**src/rtl/decoder_pkg.sv**
```systemverilog
// Shared types and constants for the RV32I decode / operand-read stage.
//   XLEN, NREG, REG_AW : datapath width, register count, register index width
//   OP_* / F3_* / F7_* : opcode, funct3 and funct7 encodings for the decoded subset
//   control_info_t     : one-hot operation plus use_imm / wb_en / illegal flags
//   decode_t           : control info plus operand usage and immediate
//   decode_instr()     : pure combinational decoder for one instruction word
package decoder_pkg;

    localparam int unsigned XLEN   = 32;
    localparam int unsigned NREG   = 32;
    localparam int unsigned REG_AW = 5;

    localparam logic [6:0] OP_R   = 7'b0110011;
    localparam logic [6:0] OP_I   = 7'b0010011;
    localparam logic [6:0] OP_LUI = 7'b0110111;

    localparam logic [2:0] F3_ADD_SUB = 3'b000;
    localparam logic [2:0] F3_SLL     = 3'b001;
    localparam logic [2:0] F3_SLT     = 3'b010;
    localparam logic [2:0] F3_SLTU    = 3'b011;
    localparam logic [2:0] F3_XOR     = 3'b100;
    localparam logic [2:0] F3_SRL_SRA = 3'b101;
    localparam logic [2:0] F3_OR      = 3'b110;
    localparam logic [2:0] F3_AND     = 3'b111;

    localparam logic [6:0] F7_BASE = 7'b0000000;
    localparam logic [6:0] F7_ALT  = 7'b0100000;

    // Instruction format, used only to steer immediate/operand selection.
    typedef enum logic [1:0] {
        FMT_R   = 2'd0,
        FMT_I   = 2'd1,
        FMT_U   = 2'd2,
        FMT_BAD = 2'd3
    } fmt_e;

    typedef struct packed {
        logic op_add;
        logic op_sub;
        logic op_and;
        logic op_or;
        logic op_xor;
        logic op_slt;
        logic op_sltu;
        logic op_sll;
        logic op_srl;
        logic op_sra;
        logic op_lui;
        logic use_imm;
        logic wb_en;
        logic illegal;
    } control_info_t;

    typedef struct packed {
        control_info_t ctrl;
        logic          use_rs1;
        logic          use_rs2;
        logic [31:0]   imm;
    } decode_t;

    function automatic fmt_e instr_fmt(input logic [6:0] opcode);
        fmt_e f;
        case (opcode)
            OP_R:    f = FMT_R;
            OP_I:    f = FMT_I;
            OP_LUI:  f = FMT_U;
            default: f = FMT_BAD;
        endcase
        return f;
    endfunction

    function automatic decode_t decode_instr(input logic [31:0] instr);
        decode_t    d;
        logic       ill;
        logic [6:0] f7;
        logic [2:0] f3;
        d   = '0;
        ill = 1'b0;
        f7  = instr[31:25];
        f3  = instr[14:12];
        case (instr_fmt(instr[6:0]))
            FMT_R: begin
                d.use_rs1    = 1'b1;
                d.use_rs2    = 1'b1;
                d.ctrl.wb_en = 1'b1;
                if (f7 == F7_BASE) begin
                    case (f3)
                        F3_ADD_SUB: d.ctrl.op_add  = 1'b1;
                        F3_SLL:     d.ctrl.op_sll  = 1'b1;
                        F3_SLT:     d.ctrl.op_slt  = 1'b1;
                        F3_SLTU:    d.ctrl.op_sltu = 1'b1;
                        F3_XOR:     d.ctrl.op_xor  = 1'b1;
                        F3_SRL_SRA: d.ctrl.op_srl  = 1'b1;
                        F3_OR:      d.ctrl.op_or   = 1'b1;
                        default:    d.ctrl.op_and  = 1'b1;
                    endcase
                end else if (f7 == F7_ALT && f3 == F3_ADD_SUB) begin
                    d.ctrl.op_sub = 1'b1;
                end else if (f7 == F7_ALT && f3 == F3_SRL_SRA) begin
                    d.ctrl.op_sra = 1'b1;
                end else begin
                    ill = 1'b1;
                end
            end
            FMT_I: begin
                d.use_rs1      = 1'b1;
                d.ctrl.use_imm = 1'b1;
                d.ctrl.wb_en   = 1'b1;
                d.imm          = {{20{instr[31]}}, instr[31:20]};
                case (f3)
                    F3_ADD_SUB: d.ctrl.op_add  = 1'b1;
                    F3_SLT:     d.ctrl.op_slt  = 1'b1;
                    F3_SLTU:    d.ctrl.op_sltu = 1'b1;
                    F3_XOR:     d.ctrl.op_xor  = 1'b1;
                    F3_OR:      d.ctrl.op_or   = 1'b1;
                    F3_AND:     d.ctrl.op_and  = 1'b1;
                    F3_SLL: begin
                        d.imm = {27'b0, instr[24:20]};
                        if (f7 == F7_BASE) d.ctrl.op_sll = 1'b1;
                        else               ill = 1'b1;
                    end
                    default: begin
                        // srli/srai share funct3; bit 30 picks arithmetic.
                        d.imm = {27'b0, instr[24:20]};
                        if (f7 == F7_BASE)     d.ctrl.op_srl = 1'b1;
                        else if (f7 == F7_ALT) d.ctrl.op_sra = 1'b1;
                        else                   ill = 1'b1;
                    end
                endcase
            end
            FMT_U: begin
                d.ctrl.op_lui  = 1'b1;
                d.ctrl.use_imm = 1'b1;
                d.ctrl.wb_en   = 1'b1;
                d.imm          = {instr[31:12], 12'b0};
            end
            default: ill = 1'b1;
        endcase
        // Illegal words carry only the flag: no ops, no writeback, no operand use.
        if (ill) begin
            d              = '0;
            d.ctrl.illegal = 1'b1;
        end
        return d;
    endfunction

endpackage

```
**src/rtl/decoder_reg_file.sv**
```systemverilog
// Architectural register file: two asynchronous read ports, one synchronous write port.
//   CLK      : clock
//   RA1/RA2  : read addresses;  RD1/RD2 : read data (write-through on address match)
//   WE/WA/WD : write enable, address, data
// x0 always reads zero and is never written. Contents are not reset.
module decoder_reg_file
    import decoder_pkg::*;
#(
    parameter int unsigned W = XLEN,
    parameter int unsigned N = NREG
) (
    input  logic              CLK,
    input  logic [REG_AW-1:0] RA1,
    input  logic [REG_AW-1:0] RA2,
    output logic [W-1:0]      RD1,
    output logic [W-1:0]      RD2,
    input  logic              WE,
    input  logic [REG_AW-1:0] WA,
    input  logic [W-1:0]      WD
);

    logic [W-1:0] mem [N];

    // Write port; x0 is left untouched.
    always_ff @(posedge CLK) begin
        if (WE && WA != '0) begin
            mem[WA] <= WD;
        end
    end

    // Read ports with same-cycle write-through.
    always_comb begin
        RD1 = '0;
        RD2 = '0;
        if (RA1 != '0) begin
            RD1 = (WE && WA == RA1) ? WD : mem[RA1];
        end
        if (RA2 != '0) begin
            RD2 = (WE && WA == RA2) ? WD : mem[RA2];
        end
    end

endmodule

```
**src/rtl/decoder.sv**
```systemverilog
// Decode / operand-read stage between fetch and the executer.
//   CLK, RST            : clock, synchronous active-high reset
//   IN_VALID/IN_READY   : fetch handshake for INSTR
//   INSTR               : RV32I instruction word
//   OUT_VALID/OUT_READY : executer handshake for the registered bundle
//   CTR_INFO, RS1_VAL, RS2_VAL, IMM, RD_ADDR : registered operand bundle
//   WB_EN/WB_ADDR/WB_DATA : writeback port (register file write + scoreboard clear)
module decoder
    import decoder_pkg::*;
#(
    parameter int unsigned XLEN = decoder_pkg::XLEN,
    parameter int unsigned NREG = decoder_pkg::NREG
) (
    input  logic              CLK,
    input  logic              RST,
    input  logic              IN_VALID,
    output logic              IN_READY,
    input  logic [31:0]       INSTR,
    output logic              OUT_VALID,
    input  logic              OUT_READY,
    output control_info_t     CTR_INFO,
    output logic [XLEN-1:0]   RS1_VAL,
    output logic [XLEN-1:0]   RS2_VAL,
    output logic [XLEN-1:0]   IMM,
    output logic [REG_AW-1:0] RD_ADDR,
    input  logic              WB_EN,
    input  logic [REG_AW-1:0] WB_ADDR,
    input  logic [XLEN-1:0]   WB_DATA
);

    decode_t           dec_c;
    logic [REG_AW-1:0] rs1_idx;
    logic [REG_AW-1:0] rs2_idx;
    logic [REG_AW-1:0] rd_idx;
    logic [XLEN-1:0]   rs1_rd_c;
    logic [XLEN-1:0]   rs2_rd_c;
    logic [NREG-1:0]   pending_q;
    logic [NREG-1:0]   pending_d;
    logic              hazard_c;
    logic              accept_c;

    assign rs1_idx = INSTR[19:15];
    assign rs2_idx = INSTR[24:20];
    assign rd_idx  = INSTR[11:7];

    // Instruction decode.
    always_comb begin
        dec_c = decode_instr(INSTR);
    end

    decoder_reg_file #(
        .W (XLEN),
        .N (NREG)
    ) u_reg_file (
        .CLK (CLK),
        .RA1 (rs1_idx),
        .RA2 (rs2_idx),
        .RD1 (rs1_rd_c),
        .RD2 (rs2_rd_c),
        .WE  (WB_EN),
        .WA  (WB_ADDR),
        .WD  (WB_DATA)
    );

    // RAW hazard: a pending source is released by a writeback to it this cycle.
    always_comb begin
        hazard_c = 1'b0;
        if (dec_c.use_rs1 && pending_q[rs1_idx] && !(WB_EN && WB_ADDR == rs1_idx)) begin
            hazard_c = 1'b1;
        end
        if (dec_c.use_rs2 && pending_q[rs2_idx] && !(WB_EN && WB_ADDR == rs2_idx)) begin
            hazard_c = 1'b1;
        end
    end

    assign IN_READY = !hazard_c && (!OUT_VALID || OUT_READY);
    assign accept_c = IN_VALID && IN_READY;

    // Scoreboard next state: clear on writeback, then set on accept so set wins.
    always_comb begin
        pending_d = pending_q;
        if (WB_EN) begin
            pending_d[WB_ADDR] = 1'b0;
        end
        if (accept_c && dec_c.ctrl.wb_en && rd_idx != '0) begin
            pending_d[rd_idx] = 1'b1;
        end
        pending_d[0] = 1'b0;
    end

    // Output bundle and scoreboard registers.
    always_ff @(posedge CLK) begin
        if (RST) begin
            OUT_VALID <= 1'b0;
            CTR_INFO  <= '0;
            RS1_VAL   <= '0;
            RS2_VAL   <= '0;
            IMM       <= '0;
            RD_ADDR   <= '0;
            pending_q <= '0;
        end else begin
            pending_q <= pending_d;
            if (accept_c) begin
                OUT_VALID <= 1'b1;
                CTR_INFO  <= dec_c.ctrl;
                RS1_VAL   <= rs1_rd_c;
                RS2_VAL   <= rs2_rd_c;
                IMM       <= XLEN'(dec_c.imm);
                RD_ADDR   <= rd_idx;
            end else if (OUT_READY) begin
                OUT_VALID <= 1'b0;
            end
        end
    end

endmodule

```
**config.mk**
```make
export PLATFORM = sky130hd
export DESIGN_NAME = decoder
export DESIGN_NICKNAME = d
export VERILOG_FILES = /design/src/rtl/decoder_pkg.sv /design/src/rtl/decoder_reg_file.sv /design/src/rtl/decoder.sv
export SDC_FILE = /design/constraint.sdc
export NUM_CORES = 2
export LEC_CHECK = 0
export BUFFER_PORTS_ARGS = -buffer_cell sky130_fd_sc_hd__buf_2
export CORE_AREA = 2 2 322 324
export DETAILED_ROUTE_END_ITERATION = 16
export DIE_AREA = 0 0 324 326
export MAX_ROUTING_LAYER = met4
export PLACE_DENSITY = 0.76
export REMOVE_ABC_BUFFERS = 1
export SLEW_MARGIN = 40
export SYNTH_ARGS = -nofsm -noshare
export SYNTH_HDL_FRONTEND = slang
export SYNTH_SLANG_ARGS = --single-unit
export TNS_END_PERCENT = 50
```
**constraint.sdc**
```tcl
create_clock -name CLK -period 6.7 [get_ports CLK]
set_input_delay 0.67 -clock CLK [delete_from_list [all_inputs] [get_ports CLK]]
set_output_delay 0.67 -clock CLK [all_outputs]
set_load 0.1 [all_outputs]
```
==> metrics.cfg <==
[status]
status = completed

[detailed_routing]
ant_nets = 0
finalWirelength_um = 176500
via_per_inst = 7.309
dr.pass1.iters = 5
route.detailed.drc = 0
drt_iter0_drc = 6536
wl_per_cell_um = 33.80
vias = 38161

[cells_and_area]
fin_cells = 5221
drive_above_1_share_pct = 24.98
multi_input_area_um2 = 20890
layout.nets = 3805
fill_cells = 7248
seqCellArea_um2 = 33690
area_delta_synth_final_pct = 13.04

[cts]
path_clk_slew_ps = 60
clock_sinks = 1171
cts_hold_buf = 0
worstSkewPairLatency_ps = 730
ctsHtreeMaxLevel = 3
root_buffer = clkbuf_16
cts_inserted_buffers = 119
cts_tree = built
clockBufferDepth = 3
cts_resized = 0
postCtsSetupBuffers = 0

[setup_path]
reg2reg_depth = 7
timing.rr.end = RS1_VAL[31]
cp-startpoint = INSTR[6]
setup.worst_path.end = IN_READY
cp_max_fo = 6
arrival_ps = 3430
start_kind = input pin
critical_path_class = in -> out
end_kind = primary output
worstPathRequired_ps = 6030
rr_startpoint = pending_q[28]
r2r_slack_ps = 3410

[placement]
gp_congestion = 0.8604
dp_hpwl_um = 97190
place_inst = 4984
numPortBuffers = 190

[timing]
fmax_ghz = 0.2437
setup_tns_ps = 0
setup_viol = 0
fin_skew_ps = 32.36
slew_headroom_pct = 39.81
worst_slew_pin_slew_ps = 900.3
period_share_pct = 61.24
min_period_ps = 4103
slew_viol_final = 0
hold_violations = 0
grt_setup_unrepaired = false

[floorplanning]
rows = 118
coreArea_um2 = 102600
initial_core_util_pct = 54.24
pin_count = 191
die_h_um = 326
die_area_um2 = 105600
die_w_um = 324

[synthesis]
synth_compound_area_share_pct = 9.193
yosysUniqueCellTypes = 75
synth_xor_area_share_pct = 0.1731
netlist_instances = 3596
ys_seq_elements = 1171
synth_flop_cell = edfxtp_1
synth.area.mux_share_pct = 22.00
ys_seq_area_share_pct = 60.54
synth_area_um2 = 55650
yosysWarnings = 0
synth_edf_count = 1024
synth_fa_ha_area_share_pct = 0.06745
postSynth.asyncResetShare_pct = 0
synth_top_family_by_area = multiplexers
avgSynthCellArea_um2 = 15.48
synth-simple-area-share_pct = 5.178

[pwr]
p_leak_nw = 21.37
ir_worst_vdd_v = 0.0002382
p_per_area_nw_per_um2 = 271.2

[global_routing]
track_usage_pct = 34.09
grt_pass1_wl_um = 251000
grt_max_degree = 110
grt_overflow = 0
grt_pass1_vias = 36686
antenna_found_initial = 5

[min_path]
hold_class = in -> reg

[job]
cap_violations = 0

==> report_power, final <==
group          total (W)  internal (W)  switching, W
logic            0.00175      0.000547       0.00120
registers        0.00813       0.00806     0.0000735
clock network    0.00718       0.00426       0.00292
total             0.0171        0.0129       0.00420
==> registers in the layout, indices dropped and copies added, names as in the netlist <==
signal,cells
u_reg_file.mem,1024
IMM,32
RS1_VAL,32
RS2_VAL,32
pending_q,31
CTR_INFO,14
RD_ADDR,5
OUT_VALID,1
==> layout make-up <==
type / count / area share (%)
inverters: 20 / 0.1233
clock buffers: 154 / 5.249
diodes: 6 / 0.02387
repair buffers: 299 / 3.602
multi-input cells: 2117 / 33.20
flip-flops and latches: 1171 / 53.56
well taps: 1380 / 2.745
clock inverters: 74 / 1.502
==> placed cells by master, fill, tap and decap left out, types with 21 or more instances in the layout <==
cell type and n:
buf_4 76, conb_1 32, nand4_1 46, mux2_1 33
a22oi_1 157, mux4_2 335, clkbuf_16 121, nand3_1 127
o221ai_1 47, a21oi_1 99, a211oi_1 37, nor2b_1 47
nand2b_1 21, buf_2 182, mux2i_1 401, clkinv_2 25
o22ai_1 29, o211ai_1 112, nand2_1 154, o21ai_0 93
dfxtp_1 147, o41ai_2 24, mux2_2 28, edfxtp_1 1024
nor2_4 35, nor2_1 37
==> critical path, cell delays in order <==
cell and delay [ps]:
buf_2 90, and4bb_2 330, and2_1 140, nand3_1 140, ha_1 270, o31ai_2 490
o221ai_2 290, nor4_4 570, nor2_1 110, buf_2 320
==> logic make-up after synthesis <==
family | after synthesis
other | 1
AO/OA/AOI/OAI | 708
adder cells (fa/ha/maj) | 3
XOR/XNOR | 11
AND/OR/NAND/NOR | 566
buffers and inverters | 339
multiplexers | 797
flip-flops | 1171
==> how the worst min path moves through the flow <==
stage / startpoint / end / slack (ps) / depth (start not counted)
floorplan: pending_q[12] / pending_q[12] / 480 / 2
global placement: RS2_VAL[17] / RS2_VAL[17] / 430 / 2
detailed placement: RS2_VAL[17] / RS2_VAL[17] / 450 / 2
CTS: INSTR[28] / IMM[8] / 190 / 3
global route: INSTR[29] / IMM[9] / 240 / 3
finish: INSTR[29] / IMM[9] / 220 / 3
==> routing by layer <==
layer	GRT usage, %	routed length, um	vias to the layer above
met3	8.747	26340	664
met4	16.61	10100	0
met1	45.92	62660	19110
met5	-	0	-
li1	-	-	15066
met2	48.42	77350	3321
==> through the flow <==
stage | util [%] | setup slack [ps] | power (W) | hold slack, ps | cell area [um^2]
finish | 61.31 | 2597 | 0.01706 | 215.8 | 62910
global route | 61.30 | 2494 | 0.01743 | 235.2 | 62900
CTS | 61.18 | 2614 | 0.01704 | 192.4 | 62780
detailed placement | 57.04 | 2031 | 0.009986 | 449.9 | 58530
global placement | 56.63 | 2144 | 0.009949 | 434.7 | 58110
floorplan | - | -2127 | 0.009239 | 481.7 | 54260
==> cell usage after synthesis, types with 5 or more instances <==
cell | instances | area, um^2
a31o_1 | 6 | 52.55
a22oi_1 | 157 | 1179
and2_1 | 5 | 31.28
nand2_1 | 155 | 581.8
o41ai_1 | 5 | 43.79
or3b_2 | 5 | 43.79
o21ai_0 | 93 | 465.5
a211oi_1 | 37 | 277.8
or3_1 | 7 | 43.79
nor3b_1 | 6 | 45.04
a21o_1 | 5 | 37.54
nand3_1 | 128 | 640.6
a21oi_1 | 100 | 500.5
a31oi_1 | 18 | 112.6
mux2_2 | 28 | 315.3
o211ai_1 | 112 | 840.8
buf_4 | 42 | 315.3
buf_1 | 26 | 97.59
xor2_1 | 8 | 70.07
and4_1 | 8 | 70.07
clkbuf_1 | 182 | 683.2
nand2b_1 | 22 | 137.6
nor4_1 | 6 | 37.54
edfxtp_1 | 1024 | 30750
nand4_1 | 46 | 287.8
mux4_2 | 335 | 7545
o221ai_1 | 47 | 411.6
o41ai_2 | 24 | 390.4
dfxtp_1 | 147 | 2943
nor2_1 | 73 | 274.0
mux2i_1 | 401 | 4014
mux2_1 | 33 | 371.6
buf_2 | 62 | 310.3
o21ai_1 | 12 | 60.06
o2111ai_1 | 5 | 43.79
a41oi_1 | 16 | 140.1
nand3b_1 | 11 | 82.58
inv_1 | 19 | 71.32
a211o_1 | 5 | 43.79
buf_8 | 5 | 75.07
o22ai_1 | 29 | 181.4
o32ai_1 | 9 | 78.83
nor3_1 | 20 | 100.1
nor2b_1 | 53 | 331.6
a22o_1 | 11 | 96.34
No activity file was read; power rests on OpenSTA's default activity.
